`src/rtl/alu_pkg.sv`:
```
// Shared definitions for the 8-bit ALU: datapath width, opcode encoding and
// signed-overflow helpers.
package alu_pkg;

    localparam int unsigned WIDTH = 8;

    typedef enum logic [3:0] {
        ALU_ADD  = 4'd0,
        ALU_SUB  = 4'd1,
        ALU_AND  = 4'd2,
        ALU_OR   = 4'd3,
        ALU_XOR  = 4'd4,
        ALU_NOR  = 4'd5,
        ALU_SLT  = 4'd6,
        ALU_SLTU = 4'd7,
        ALU_SLL  = 4'd8,
        ALU_SRL  = 4'd9,
        ALU_SRA  = 4'd10,
        ALU_ROL  = 4'd11,
        ALU_ROR  = 4'd12,
        ALU_INC  = 4'd13,
        ALU_DEC  = 4'd14,
        ALU_NOT  = 4'd15
    } alu_func_e;

    // Addition overflows when both operands share a sign the result does not.
    function automatic logic add_ovf(input logic a_msb, input logic b_msb, input logic r_msb);
        return (a_msb == b_msb) && (r_msb != a_msb);
    endfunction

    // Subtraction overflows when operand signs differ and the result flips away from a.
    function automatic logic sub_ovf(input logic a_msb, input logic b_msb, input logic r_msb);
        return (a_msb != b_msb) && (r_msb != a_msb);
    endfunction

endpackage

```
`src/rtl/alu_8bit_core.sv`:
```
// Combinational ALU core: produces the next result and status flags from the
// operands and opcode. Holds no state.
module alu_8bit_core
    import alu_pkg::*;
#(
    parameter int unsigned WIDTH = alu_pkg::WIDTH
) (
    input  logic [WIDTH-1:0] a_i,
    input  logic [WIDTH-1:0] b_i,
    input  logic [3:0]       func_i,
    output logic [WIDTH-1:0] res_o,
    output logic             zf_o,
    output logic             of_o,
    output logic             cf_o,
    output logic             sf_o
);

    localparam int unsigned ShW = $clog2(WIDTH);

    logic [ShW-1:0]     shamt;
    logic [WIDTH:0]     add_full;
    logic [WIDTH:0]     sub_full;
    logic [WIDTH:0]     inc_full;
    logic [WIDTH:0]     dec_full;
    logic [WIDTH:0]     sll_full;
    logic [WIDTH:0]     srl_full;
    logic [WIDTH:0]     sra_full;
    logic [2*WIDTH-1:0] rol_full;
    logic [2*WIDTH-1:0] ror_full;
    logic               shamt_nz;
    logic               slt;
    logic               sltu;

    logic [WIDTH-1:0]   res_c;
    logic               of_c;
    logic               cf_c;

    // Upper bits of b are ignored for shifts and rotates.
    assign shamt    = b_i[ShW-1:0];
    assign shamt_nz = |shamt;

    // One extra bit on the arithmetic paths captures carry/borrow.
    assign add_full = {1'b0, a_i} + {1'b0, b_i};
    assign sub_full = {1'b0, a_i} - {1'b0, b_i};
    assign inc_full = {1'b0, a_i} + (WIDTH + 1)'(1);
    assign dec_full = {1'b0, a_i} - (WIDTH + 1)'(1);

    // Shifts run on a widened operand so the last bit shifted out lands in the
    // extra bit; a zero amount leaves that bit clear, giving cf=0 for free.
    assign sll_full = {1'b0, a_i} << shamt;
    assign srl_full = {a_i, 1'b0} >> shamt;
    assign sra_full = $signed({a_i, 1'b0}) >>> shamt;

    // Rotates use a doubled copy of a; the wanted window is one half.
    assign rol_full = {a_i, a_i} << shamt;
    assign ror_full = {a_i, a_i} >> shamt;

    assign slt  = $signed(a_i) < $signed(b_i);
    assign sltu = a_i < b_i;

    // Opcode decode; cf/of default to 0 for ops that do not define them.
    always_comb begin
        res_c = '0;
        of_c  = 1'b0;
        cf_c  = 1'b0;
        unique case (alu_func_e'(func_i))
            ALU_ADD: begin
                res_c = add_full[WIDTH-1:0];
                cf_c  = add_full[WIDTH];
                of_c  = add_ovf(a_i[WIDTH-1], b_i[WIDTH-1], add_full[WIDTH-1]);
            end
            ALU_SUB: begin
                res_c = sub_full[WIDTH-1:0];
                cf_c  = sub_full[WIDTH];
                of_c  = sub_ovf(a_i[WIDTH-1], b_i[WIDTH-1], sub_full[WIDTH-1]);
            end
            ALU_AND:  res_c = a_i & b_i;
            ALU_OR:   res_c = a_i | b_i;
            ALU_XOR:  res_c = a_i ^ b_i;
            ALU_NOR:  res_c = ~(a_i | b_i);
            ALU_SLT:  res_c = {{(WIDTH - 1){1'b0}}, slt};
            ALU_SLTU: res_c = {{(WIDTH - 1){1'b0}}, sltu};
            ALU_SLL: begin
                res_c = sll_full[WIDTH-1:0];
                cf_c  = sll_full[WIDTH];
            end
            ALU_SRL: begin
                res_c = srl_full[WIDTH:1];
                cf_c  = srl_full[0];
            end
            ALU_SRA: begin
                res_c = sra_full[WIDTH:1];
                cf_c  = sra_full[0];
            end
            ALU_ROL: begin
                res_c = rol_full[2*WIDTH-1:WIDTH];
                cf_c  = shamt_nz & rol_full[WIDTH];
            end
            ALU_ROR: begin
                res_c = ror_full[WIDTH-1:0];
                cf_c  = shamt_nz & ror_full[WIDTH-1];
            end
            ALU_INC: begin
                res_c = inc_full[WIDTH-1:0];
                cf_c  = inc_full[WIDTH];
                of_c  = add_ovf(a_i[WIDTH-1], 1'b0, inc_full[WIDTH-1]);
            end
            ALU_DEC: begin
                res_c = dec_full[WIDTH-1:0];
                cf_c  = dec_full[WIDTH];
                of_c  = sub_ovf(a_i[WIDTH-1], 1'b0, dec_full[WIDTH-1]);
            end
            ALU_NOT:  res_c = ~a_i;
            default: begin
                res_c = '0;
            end
        endcase
    end

    assign res_o = res_c;
    assign zf_o  = ~|res_c;
    assign of_o  = of_c;
    assign cf_o  = cf_c;
    assign sf_o  = res_c[WIDTH-1];

endmodule

```
`src/rtl/alu_8bit.sv`:
```
// Registered 8-bit ALU: the combinational core followed by async-reset
// result and flag registers, giving one cycle of latency.
module alu_8bit
    import alu_pkg::*;
#(
    parameter int unsigned WIDTH = alu_pkg::WIDTH
) (
    input  logic             clk,
    input  logic             rst_n,
    input  logic [WIDTH-1:0] a,
    input  logic [WIDTH-1:0] b,
    input  logic [3:0]       func,
    output logic [WIDTH-1:0] res,
    output logic             zf,
    output logic             of,
    output logic             cf,
    output logic             sf
);

    logic [WIDTH-1:0] res_d, res_q;
    logic             zf_d, zf_q;
    logic             of_d, of_q;
    logic             cf_d, cf_q;
    logic             sf_d, sf_q;

    alu_8bit_core #(
        .WIDTH (WIDTH)
    ) u_core (
        .a_i    (a),
        .b_i    (b),
        .func_i (func),
        .res_o  (res_d),
        .zf_o   (zf_d),
        .of_o   (of_d),
        .cf_o   (cf_d),
        .sf_o   (sf_d)
    );

    // Output registers, cleared immediately by reset.
    always_ff @(posedge clk or negedge rst_n) begin
        if (!rst_n) begin
            res_q <= '0;
            zf_q  <= 1'b0;
            of_q  <= 1'b0;
            cf_q  <= 1'b0;
            sf_q  <= 1'b0;
        end else begin
            res_q <= res_d;
            zf_q  <= zf_d;
            of_q  <= of_d;
            cf_q  <= cf_d;
            sf_q  <= sf_d;
        end
    end

    assign res = res_q;
    assign zf  = zf_q;
    assign of  = of_q;
    assign cf  = cf_q;
    assign sf  = sf_q;

endmodule

```
`config.mk`:
```
export PLATFORM = sky130hd
export DESIGN_NAME = alu_8bit
export DESIGN_NICKNAME = d
export VERILOG_FILES = /design/src/rtl/alu_pkg.sv /design/src/rtl/alu_8bit_core.sv /design/src/rtl/alu_8bit.sv
export SDC_FILE = /design/constraint.sdc
export NUM_CORES = 1
export LEC_CHECK = 0
export ABC_CLOCK_PERIOD_IN_PS = 800
export BUFFER_PORTS_ARGS = -buffer_cell sky130_fd_sc_hd__buf_2
export CELL_PAD_IN_SITES_DETAIL_PLACEMENT = 1
export CELL_PAD_IN_SITES_GLOBAL_PLACEMENT = 1
export CORE_UTILIZATION = 48
export CTS_CLUSTER_DIAMETER = 120
export CTS_CLUSTER_SIZE = 25
export DETAILED_ROUTE_END_ITERATION = 16
export PLACE_DENSITY = 0.94
export SETUP_SLACK_MARGIN = 0.15
export SYNTH_ARGS = -nofsm -noshare
export SYNTH_HDL_FRONTEND = slang
export SYNTH_HIERARCHICAL = 1
export SYNTH_SLANG_ARGS = --single-unit
```
`constraint.sdc`:
```
create_clock -name clk -period 0.8 [get_ports clk]
set_input_delay 0.04 -clock clk [delete_from_list [all_inputs] [get_ports clk]]
set_output_delay 0.04 -clock clk [all_outputs]
set_load 0.03 [all_outputs]
```
==> impl_metrics.env, run 1 <==
export IMPL_chipWidth_um=83.48
export IMPL_dpl_hpwl_um=18340
export IMPL_start_util=0.4990
export IMPL_synth_area_mux_share=0.1131
export IMPL_fp_row_count=29
export IMPL_status="stopped before the end"
export IMPL_ys_ff_latch=12
export IMPL_syn_nets=484
export IMPL_synthCells=431
export IMPL_error="[ERROR DPL-0033] detailed placement checks failed during check placement."
export IMPL_synth_cell_types=72
export IMPL_synth_edf_count=0
export IMPL_synth_xor_area_frac=0.04122
export IMPL_place_congestion=1.073
export IMPL_syn_area_um2=3187
export IMPL_synth_top_family_by_area="compound AO/OA/AOI/OAI gates"
export IMPL_die_y_um=83.48
export IMPL_synth_largest_area_cell="ha_1"
export IMPL_ys_seq_area_frac=0.09423
export IMPL_synth_warnings=6
export IMPL_haltStage="detailed placement (3_5_place_dp)"
export IMPL_synth_avg_cell_area_um2=7.394
export IMPL_port_buffers=33
export IMPL_synth_fa_ha_area_frac=0.1264
export IMPL_synth_top_area_frac=0.1139
export IMPL_io_pins=34
export IMPL_synth_simple_area_share=0.2332
export IMPL_synthTopCellsByArea="ha_1 (11%), dfrtp_1 (9.4%), mux2i_1 (5.7%)"
export IMPL_async_flop_share=1.000
export IMPL_ys_flop_type="dfrtp_1"
export IMPL_synth_compound_area_frac=0.2992
-- per-stage QoR --
step                    instance area [µm²]  setup TNS [ns]  worst slack [ns]  hold WS, ns  std cells
after floorplan                        3402          -12.19            -1.805      -0.2556        431
after global placement                 4715          -16.32            -1.872     -0.08430        682
-- Yosys cell counts, types with 4 or more instances --
cell type / instances
inv_1: 26
a32oi_1: 5
nor3_1: 14
mux2_2: 5
nand4_1: 7
o211ai_1: 12
or3_1: 5
dfrtp_1: 12
ha_1: 29
clkbuf_1: 19
mux2i_1: 18
and2_1: 4
nand2_1: 27
nand2b_1: 11
a21o_1: 5
nand3_1: 13
o2bb2ai_1: 4
a22oi_1: 5
mux4_2: 5
buf_2: 7
a21oi_1: 32
buf_1: 5
xnor2_1: 12
o21ai_0: 14
nor2_1: 36
a211oi_1: 6
o32a_1: 4
a2bb2oi_1: 4
a31oi_1: 7
nor2b_1: 5
o22ai_1: 5
-- cells by family after synthesis --
| logic type | Yosys count |
|---|---|
| fa+ha+maj | 31 |
| mux | 29 |
| flops | 12 |
| compound gates | 136 |
| buf+inv | 65 |
| xor+xnor | 15 |
| simple gates | 143 |
==> run 2: changes to the inputs <==
- CELL_PAD_IN_SITES_DETAIL_PLACEMENT: 1 -> default
- CELL_PAD_IN_SITES_GLOBAL_PLACEMENT: 1 -> default
- CORE_UTILIZATION: 48 -> 35
- CTS_CLUSTER_DIAMETER: 120 -> default
- CTS_CLUSTER_SIZE: 25 -> default
- PLACE_DENSITY: 0.94 -> default
- PLACE_DENSITY_LB_ADDON: default -> 0.15
- SETUP_SLACK_MARGIN: 0.15 -> default
==> run 2 against run 1 <==
The flow now finishes, with violations (setup timing). Synthesized area is the same. Synthesized cell count is the same.
==> impl_metrics.env, run 2 <==
export IMPL_status="complete, but fails checks"
export IMPL_violations="setup timing"
export IMPL_finalCritPeriodShare=3.039
export IMPL_drt_wl_total_um=14390
export IMPL_place_congestion=0.9626
export IMPL_synthCells=431
export IMPL_mostFrequentLayoutCell="buf_4"
export IMPL_routed_via_density=5.897
export IMPL_dp_cells=709
export IMPL_syn_nets=484
export IMPL_cp_cell_sequence="buf_12 -> inv_8 -> ha_4 -> a21o_1 -> a21oi_2 -> mux2i_1 -> a211o_1 -> or4_4 -> or3_1 -> or4_1 -> nor3_2"
export IMPL_setup_violations_final=14
export IMPL_die_y_um=97.42
export IMPL_worst_pin_slew_ns=0.7045
export IMPL_final_cell_count_no_fill=730
export IMPL_port_buffers=33
export IMPL_synth_cell_types=72
export IMPL_drtIter0Drc=306
export IMPL_start_util=0.3636
export IMPL_final_hold_violation_count=0
export IMPL_min_period_ns=2.431
export IMPL_synth_top_family_by_area="compound AO/OA/AOI/OAI gates"
export IMPL_drive_gt1_frac=0.5177
export IMPL_rsz0062_at_grt="yes"
export IMPL_synth_largest_area_cell="ha_1"
export IMPL_required_ns=0.96
export IMPL_synth_compound_area_frac=0.2992
export IMPL_grt_usage=0.2988
export IMPL_critPathMaxFanout=4
export IMPL_crit_family="simple AND/OR/NAND/NOR gates"
export IMPL_htreeDepth=1
export IMPL_die_area_um2=9491
export IMPL_p_leak_nw=2.535
export IMPL_wl_per_cell_um=19.71
export IMPL_chipWidth_um=97.42
export IMPL_vias=4305
export IMPL_core_um2=8763
export IMPL_numCtsBuffers=3
export IMPL_cp_arrival_ns=2.59
export IMPL_grt_max_degree=20
export IMPL_cts_tree="done"
export IMPL_setup_slack_ns=-1.631
export IMPL_syn_area_um2=3187
export IMPL_largest_reg_flops=8
export IMPL_setup_tns_ns=-12.50
export IMPL_relSlewSlack=0.5260
export IMPL_peakVddDrop_v=0.0006187
export IMPL_ys_seq_area_frac=0.09423
export IMPL_synth_fa_ha_area_frac=0.1264
export IMPL_ant_nets=0
export IMPL_grt_pass1_wl_um=22410
export IMPL_ys_flop_type="dfrtp_1"
export IMPL_antennaDiodeCount=0
export IMPL_synth_area_mux_share=0.1131
export IMPL_drc=0
export IMPL_ys_ff_latch=12
export IMPL_io_pins=34
export IMPL_dr_pass1_iters=5
export IMPL_max_cap_viol_count=0
export IMPL_cp_num_buf_inv=2
export IMPL_dpl_hpwl_um=11200
export IMPL_yosysMostFrequentCell="nor2_1"
export IMPL_synth_top_area_frac=0.1139
export IMPL_fin_area_um2=5655
export IMPL_synth_edf_count=0
export IMPL_finish_net_count=676
export IMPL_path_clk_slew_ns=0.05
export IMPL_power_density_nw_per_um2=888.1
export IMPL_synth_xor_area_frac=0.04122
export IMPL_synth_avg_cell_area_um2=7.394
export IMPL_cts_root_buf="clkbuf_8"
export IMPL_synth_warnings=6
export IMPL_fp_row_count=34
export IMPL_fmax_ghz=0.4114
export IMPL_clkSinkCount=12
export IMPL_min_path_type="in2async"
export IMPL_async_flop_share=1.000
export IMPL_grt_remaining_overflow=0
export IMPL_fillers=766
export IMPL_synthTopCellsByArea="ha_1 (11%), dfrtp_1 (9.4%), mux2i_1 (5.7%)"
export IMPL_yosys_top_cells_count="nor2_1 (36), a21oi_1 (32), ha_1 (29)"
export IMPL_path_class="in2reg"
export IMPL_slowest_delay_ns=0.56
export IMPL_synth_simple_area_share=0.2332
export IMPL_areaGrowthSynthToFinish_pct=77.46
export IMPL_cts_path_max_buffers=2
export IMPL_end_kind="flip-flop"
export IMPL_slew_violations=0
export IMPL_grt_antenna_before_repair=0
export IMPL_final_cell_mix="buf_4 (167), nor2_1 (34), buf_6 (32)"
export IMPL_dpl_cell_area_um2=4736
export IMPL_cp_start_kind="input port"
export IMPL_crit_slowest_cell="or4_4"
export IMPL_grt_pass1_vias=4107
==> run 2: logic make-up (layout without fill, tap and decap cells) <==
family,after synthesis,count (layout)
compound gates,136,136
xor+xnor,15,15
fa+ha+maj,31,31
buf+inv,65,256
flops,12,12
mux,29,29
simple gates,143,143
==> run 2: routing by layer <==
metal	global-route usage	routed length, µm
met5	0	0
met4	0.09050	391
met3	0.01871	991
met2	0.4911	6720
met1	0.4183	6286
==> run 2: layout make-up <==
type	instances	area, µm²	share of cell area
inverter	28	140.1	0.02478
timing repair buffer	224	1994	0.3527
clock buffer	4	55.05	0.009735
multi-input combinational	354	3030	0.5358
sequential	12	300.3	0.05310
tap	108	135.1	0.02389
==> run 2: repair_timing <==
| item | CTS | global route |
|---|---|---|
| hold buffers | 1 | 0 |
| gates resized for setup | 116 | 51 |
| endpoints found under the hold margin | 12 | 0 |
| endpoints found under the setup margin | 19 | 23 |
| cloned | 2 | 1 |
| buffers inserted | 12 | 6 |
| pin swaps | 35 | 26 |
==> run 2: through the flow <==
stage	total power, mW	worst slack, ns	hold WS, ns	utilization
6_report	5.023	-1.631	0.2158	0.6453
5_1_grt	5.276	-1.680	0.2388	0.6453
4_1_cts	4.753	-1.605	0.2057	0.6198
3_5_place_dp	3.634	-1.937	-0.07547	0.5404
3_3_place_gp	3.622	-1.874	-0.08396	0.5404
2_1_floorplan	2.350	-1.805	-0.2556	-
==> run 2: power breakdown <==
part / switching (mW) / total [mW] / internal (mW)
registers: 0.0396 / 0.731 / 0.691
logic: 1.78 / 3.64 / 1.86
clock network: 0.219 / 0.653 / 0.434
==> run 2: how the worst max path moves through the flow <==
stage,cells after the start,to,startpoint,slack [ns]
2_1_floorplan,13,zf,b[2],-1.80
3_3_place_gp,10,zf,b[0],-1.87
3_5_place_dp,9,zf,b[0],-1.94
4_1_cts,10,zf,a[1],-1.60
5_1_grt,11,zf,a[1],-1.68
6_report,11,zf,a[1],-1.63
No activity file was read; power rests on OpenSTA's default activity.
